**src/rtl/ps2_pkg.sv**
```systemverilog
// Shared types and constants for the PS/2 mouse receiver.
package ps2_pkg;

  typedef enum logic [1:0] {
    ST_IDLE,
    ST_DATA,
    ST_PARITY,
    ST_STOP
  } ps2_state_e;

  localparam int unsigned BYTE_W     = 8;
  localparam int unsigned MOUSE_W    = 25;
  localparam int unsigned STATUS_LSB = 0;
  localparam int unsigned X_LSB      = 8;
  localparam int unsigned Y_LSB      = 16;
  localparam int unsigned TOGGLE_BIT = 24;
  localparam int unsigned SYNC_BIT   = 3;

  // Odd parity holds when data bits plus parity bit contain an odd number of ones.
  function automatic logic odd_parity_ok(input logic [BYTE_W-1:0] data, input logic par);
    return ^{data, par};
  endfunction

endpackage

```
**src/rtl/ps2_line_filter.sv**
```systemverilog
// Two-flop synchroniser followed by a FILT-sample stability filter for one PS/2 line.
module ps2_line_filter #(
  parameter int unsigned FILT = 8
) (
  input  logic clk_sys,
  input  logic reset,
  input  logic raw,
  output logic level
);

  localparam int unsigned CW = (FILT < 2) ? 1 : $clog2(FILT + 1);

  logic [1:0]    sync_q;
  logic [CW-1:0] cnt_q;

  // The level only moves after FILT consecutive synchronised samples disagree with it.
  always_ff @(posedge clk_sys) begin
    if (reset) begin
      sync_q <= 2'b11;
      cnt_q  <= '0;
      level  <= 1'b1;
    end else begin
      sync_q <= {sync_q[0], raw};
      if (sync_q[1] == level) begin
        cnt_q <= '0;
      end else if (cnt_q == CW'(FILT - 1)) begin
        level <= sync_q[1];
        cnt_q <= '0;
      end else begin
        cnt_q <= cnt_q + CW'(1);
      end
    end
  end

endmodule

```
**src/rtl/ps2_mouse_rx.sv**
```systemverilog
// PS/2 mouse receiver: bit-level FSM, 3-byte packet assembly and stall timeout.
module ps2_mouse_rx
  import ps2_pkg::*;
#(
  parameter int unsigned FILT    = 8,
  parameter int unsigned TIMEOUT = 64000
) (
  input  logic               clk_sys,
  input  logic               reset,
  input  logic               ps2_clk,
  input  logic               ps2_data,
  output logic [MOUSE_W-1:0] ps2_mouse,
  output logic               frame_err
);

  localparam int unsigned TW = $clog2(TIMEOUT + 1);

  logic clk_f;
  logic data_f;
  logic clk_prev_q;
  logic fall;
  logic timeout;
  logic byte_ok;

  ps2_state_e          state_q, state_d, cur;
  logic [2:0]          bit_q, bit_d;
  logic [BYTE_W-1:0]   shift_q, shift_d;
  logic                par_q, par_d;
  logic [1:0]          idx_q, idx_d;
  logic [BYTE_W-1:0]   sh0_q, sh0_d;
  logic [BYTE_W-1:0]   sh1_q, sh1_d;
  logic [MOUSE_W-1:0]  mouse_q, mouse_d;
  logic                err_q, err_d;
  logic [TW-1:0]       idle_q, idle_d;

  ps2_line_filter #(.FILT(FILT)) u_clk_filt (
    .clk_sys (clk_sys),
    .reset   (reset),
    .raw     (ps2_clk),
    .level   (clk_f)
  );

  ps2_line_filter #(.FILT(FILT)) u_data_filt (
    .clk_sys (clk_sys),
    .reset   (reset),
    .raw     (ps2_data),
    .level   (data_f)
  );

  assign fall    = clk_prev_q & ~clk_f;
  assign timeout = (idle_q == TW'(TIMEOUT));
  assign byte_ok = data_f & odd_parity_ok(shift_q, par_q);

  always_ff @(posedge clk_sys) begin
    if (reset) begin
      clk_prev_q <= 1'b1;
      state_q    <= ST_IDLE;
      bit_q      <= '0;
      shift_q    <= '0;
      par_q      <= 1'b0;
      idx_q      <= '0;
      sh0_q      <= '0;
      sh1_q      <= '0;
      mouse_q    <= '0;
      err_q      <= 1'b0;
      idle_q     <= '0;
    end else begin
      clk_prev_q <= clk_f;
      state_q    <= state_d;
      bit_q      <= bit_d;
      shift_q    <= shift_d;
      par_q      <= par_d;
      idx_q      <= idx_d;
      sh0_q      <= sh0_d;
      sh1_q      <= sh1_d;
      mouse_q    <= mouse_d;
      err_q      <= err_d;
      idle_q     <= idle_d;
    end
  end

  always_comb begin
    state_d = state_q;
    bit_d   = bit_q;
    shift_d = shift_q;
    par_d   = par_q;
    idx_d   = idx_q;
    sh0_d   = sh0_q;
    sh1_d   = sh1_q;
    mouse_d = mouse_q;
    err_d   = 1'b0;
    idle_d  = idle_q;
    cur     = state_q;

    if (fall) begin
      idle_d = '0;
    end else if (!timeout) begin
      idle_d = idle_q + TW'(1);
    end

    // A timeout resynchronises before any edge in the same cycle is handled.
    if (timeout) begin
      cur   = ST_IDLE;
      idx_d = '0;
    end
    state_d = cur;

    if (fall) begin
      case (cur)
        ST_IDLE: begin
          if (!data_f) begin
            state_d = ST_DATA;
            bit_d   = '0;
          end
        end
        ST_DATA: begin
          shift_d = {data_f, shift_q[BYTE_W-1:1]};
          if (bit_q == 3'd7) begin
            state_d = ST_PARITY;
          end else begin
            bit_d = bit_q + 3'd1;
          end
        end
        ST_PARITY: begin
          par_d   = data_f;
          state_d = ST_STOP;
        end
        ST_STOP: begin
          state_d = ST_IDLE;
          if (!byte_ok) begin
            err_d = 1'b1;
            idx_d = '0;
          end else begin
            case (idx_q)
              2'd0: begin
                if (shift_q[SYNC_BIT]) begin
                  sh0_d = shift_q;
                  idx_d = 2'd1;
                end else begin
                  err_d = 1'b1;
                end
              end
              2'd1: begin
                sh1_d = shift_q;
                idx_d = 2'd2;
              end
              2'd2: begin
                mouse_d[STATUS_LSB +: BYTE_W] = sh0_q;
                mouse_d[X_LSB +: BYTE_W]      = sh1_q;
                mouse_d[Y_LSB +: BYTE_W]      = shift_q;
                mouse_d[TOGGLE_BIT]           = ~mouse_q[TOGGLE_BIT];
                idx_d                         = '0;
              end
              default: idx_d = '0;
            endcase
          end
        end
        default: state_d = ST_IDLE;
      endcase
    end
  end

  assign ps2_mouse = mouse_q;
  assign frame_err = err_q;

endmodule

```
**config.mk**
```make
export PLATFORM = sky130hd
export DESIGN_NAME = ps2_mouse_rx
export DESIGN_NICKNAME = d
export VERILOG_FILES = /design/src/rtl/ps2_pkg.sv /design/src/rtl/ps2_line_filter.sv /design/src/rtl/ps2_mouse_rx.sv
export SDC_FILE = /design/constraint.sdc
export NUM_CORES = 1
export LEC_CHECK = 0
export ABC_CLOCK_PERIOD_IN_PS = 3500
export CORE_MARGIN = 1
export CORE_UTILIZATION = 40
export CTS_CLUSTER_DIAMETER = 150
export DETAILED_ROUTE_END_ITERATION = 16
export MAX_ROUTING_LAYER = met4
export PLACE_DENSITY_LB_ADDON = 0.05
export SYNTH_ARGS = -nofsm -noshare
export SYNTH_HDL_FRONTEND = slang
export SYNTH_SLANG_ARGS = --single-unit
```
**constraint.sdc**
```tcl
create_clock -name clk_sys -period 3.5 [get_ports clk_sys]
set_clock_uncertainty 0.15 [all_clocks]
set_input_delay 0.525 -clock clk_sys [delete_from_list [all_inputs] [get_ports clk_sys]]
set_output_delay 0.525 -clock clk_sys [all_outputs]
set_load 0.01 [all_outputs]
```
==> results.yml <==
global_route:
  grt_start_max_net_pins: 44
  overflow: 0
  grt_pass1_wl_um: 11500
  busiest_layer: "met2"
  grt_antenna_before_repair: 0
  met2_usage_pct: 24.97
  grt_pass1_vias: 2427
  grt_util_all_layers_pct: 15.32
  met1_usage_pct: 18.28
  grtUsageMet3_pct: 4.223
floorplanning:
  dieWidth_um: 97.93
  fp.dieH_um: 97.93
  die_area_um2: 9590
  io_pins: 30
  core_um2: 8806
  rows: 34
  initial_core_util_pct: 41.80
routing:
  vias: 2517
  vias_per_cell: 4.897
  wl_um: 6457
  dr.pass1.iters: 10
  wl_per_cell_um: 12.56
  drc: 5
  drt_iter0_drc: 68
  postRouteAntennaNets: 0
setup_path:
  required_ps: 3590
  cp-end-kind: "flip-flop"
  path_class: "flip-flop to flip-flop"
  start_kind: "flip-flop"
  crit_fanout: 15
  timing.rr.start: "idle_q[2]"
  startpoint: "idle_q[2]"
  rr_worst_depth: 6
  critPathArrivalTime_ps: 2660
logic_synthesis:
  synth_edf_count: 0
  synth_area_per_cell_um2: 9.895
  seq_area_frac_synth_pct: 48.40
  synthesis.nets: 382
  synth-seq-cells: 89
  synth_warnings: 0
  synthFlopType: "dfxtp_1"
  syn_area_um2: 3681
  ys_types: 40
  async_reset_ff_share_pct: 0
  syn_inst: 372
pwr:
  finalPower_mw: 1.890
  p_leak_nw: 1.828
  peakVddDrop_v: 0.0003378
  p_per_area_nw_per_um2: 439.9
cts:
  insertion_delay_ps: 350
  cts_setup_buffers: 0
  cts_resized: 0
  cts_tree: "yes"
  cts_sinks: 89
  cts_buffers: 9
  clk_pin_slew_ps: 90
  ctsLongestPathBuffers: 2
  hold_buffers: 0
  cts_root_buffer: "clkbuf_8"
  htreeDepth: 3
sta:
  hold_viol: 0
  setup_tns_ps: 0
  fin_crit_sh_pct: 73.51
  setup_viol: 0
  finalCriticalPeriod_ps: 2573
  rsz0062_at_grt: "false"
  max_slew_margin_pct: 50.11
  worst_slack_ps: 927.0
  max_slew.worst_pin.slew_ps: 743.7
  clock.fmax_ghz: 0.3887
  slew_viol_final: 0
placed_design:
  gp_congestion: 0.7306
  port_buffers: 29
  dp_cells: 499
  place_ws_ps: 931.5
  place_area_um2: 4058
  hpwlAfterDp_um: 4359
finish:
  fin_area_um2: 4297
  fin_cells: 514
  final_nets: 412
  area_delta_synth_final_pct: 16.72
  num_antenna_cells: 0
  final_layout_size_suffix_gt1_share_pct: 8.621
  fillers: 852
hold_path:
  hp-class: "flip-flop to flip-flop"
  hold_start: "u_clk_filt.sync_q[0]"
  whs_path_depth: 1
run_status:
  status: "complete, but fails checks"
  violations: "design-rule violations"
flow_run:
  drv_cap: 0
[worst paths after layout]
path                                        endpoint  slack, ps
worst max-delay path                   ps2_mouse[24]        930
worst min-delay path            u_clk_filt.sync_q[1]        270
worst max register to register         ps2_mouse[24]        930
worst min register to register  u_clk_filt.sync_q[1]        270
[critical path, stage by stage (launching register included)]
cell and delay, ps:
dfxtp_1 370, nor4b_1 430, and4_1 520, nor2_2 150, a31oi_4 160, buf_4 300, mux2_2 370
[layout by cell type, fill, tap and decap left out, drive strengths merged, types with 4 or more instances in the layout]
master,n
nand2b,20
ha,6
or2,7
nand3,10
nand4,6
clkdlybuf4s50,29
nor2,36
clkbuf,9
nor3,5
nand2,49
buf,5
xnor2,12
dfxtp,89
o21ai,5
mux2i,51
a21oi,9
xor2,12
inv,9
and4,4
[synthesized netlist by cell type, types with 2 or more instances]
cell type	n	area share [%]
inv_1	7	0.71
nor3_1	5	0.68
and2_1	2	0.34
o21ai_0	5	0.68
or2_2	7	1.2
nand2b_1	20	3.4
a21oi_1	9	1.2
or3_1	3	0.51
nor2b_1	3	0.51
nor3b_1	3	0.61
and3_1	3	0.51
buf_6	3	0.92
dfxtp_1	89	48
mux2i_1	51	14
xor2_1	12	2.9
buf_4	2	0.41
nand3_1	10	1.4
nand4b_1	2	0.48
nor2_1	35	3.6
nand4_1	5	0.85
xnor2_1	12	2.9
clkbuf_1	10	1.0
and4_1	4	0.95
nand2_1	49	5.0
ha_1	6	2.0
[state kept, by name, indices dropped and copies added (netlist names), 2 cells and up]
signal	flops
idle_q	16
shift_q	8
sh1_q	8
u_clk_filt.cnt_q	4
u_data_filt.sync_q	2
sh0_q	8
idx_q	2
u_clk_filt.sync_q	2
ps2_mouse	25
u_data_filt.cnt_q	4
state_q	2
bit_q	3
[area by class of cell]
class                   count  area (um^2)  share of cell area, %
clock buffers               9        123.9                  2.883
multi-input cells         260         1783                  41.50
repair buffers             34        327.8                  7.630
inverters                   8        30.03                 0.6989
clock inverters             6        115.1                  2.679
flip-flops and latches     89         1782                  41.47
well taps                 108        135.1                  3.145
[logic make-up (layout without fill, tap and decap cells)]
kind of cell               count (synthesis)  count (layout)  share of synthesized area [%]
and+or+nand+nor                          159             159                          22.33
adders and majority gates                  6               6                          2.039
xor gates and xnor gates                  26              26                          6.968
muxes                                     52              52                          14.17
buffers and inverters                     23              57                          3.161
DFF                                       89              89                          48.40
AOI/OAI and AO/OA                         17              17                          2.923
[per-stage QoR]
step,hold WS [ps],utilization [%]
2_1_floorplan,239.5,-
3_3_place_gp,244.0,46.08
3_5_place_dp,245.8,46.08
4_1_cts,267.9,48.79
5_1_grt,276.7,48.79
6_report,266.0,48.79
[where the power goes]
part	total (mW)	internal, mW	switching [mW]
sequential	1.02	1.02	0.00452
clock	0.830	0.475	0.355
combinational	0.0375	0.0152	0.0224
[per-layer routing]
metal,share of wire [%],vias up
met3,2.9,8
met5,0,-
li1,-,1306
met2,48,30
met4,1.1,0
met1,48,1173
No activity file was read; power rests on OpenSTA's default activity.
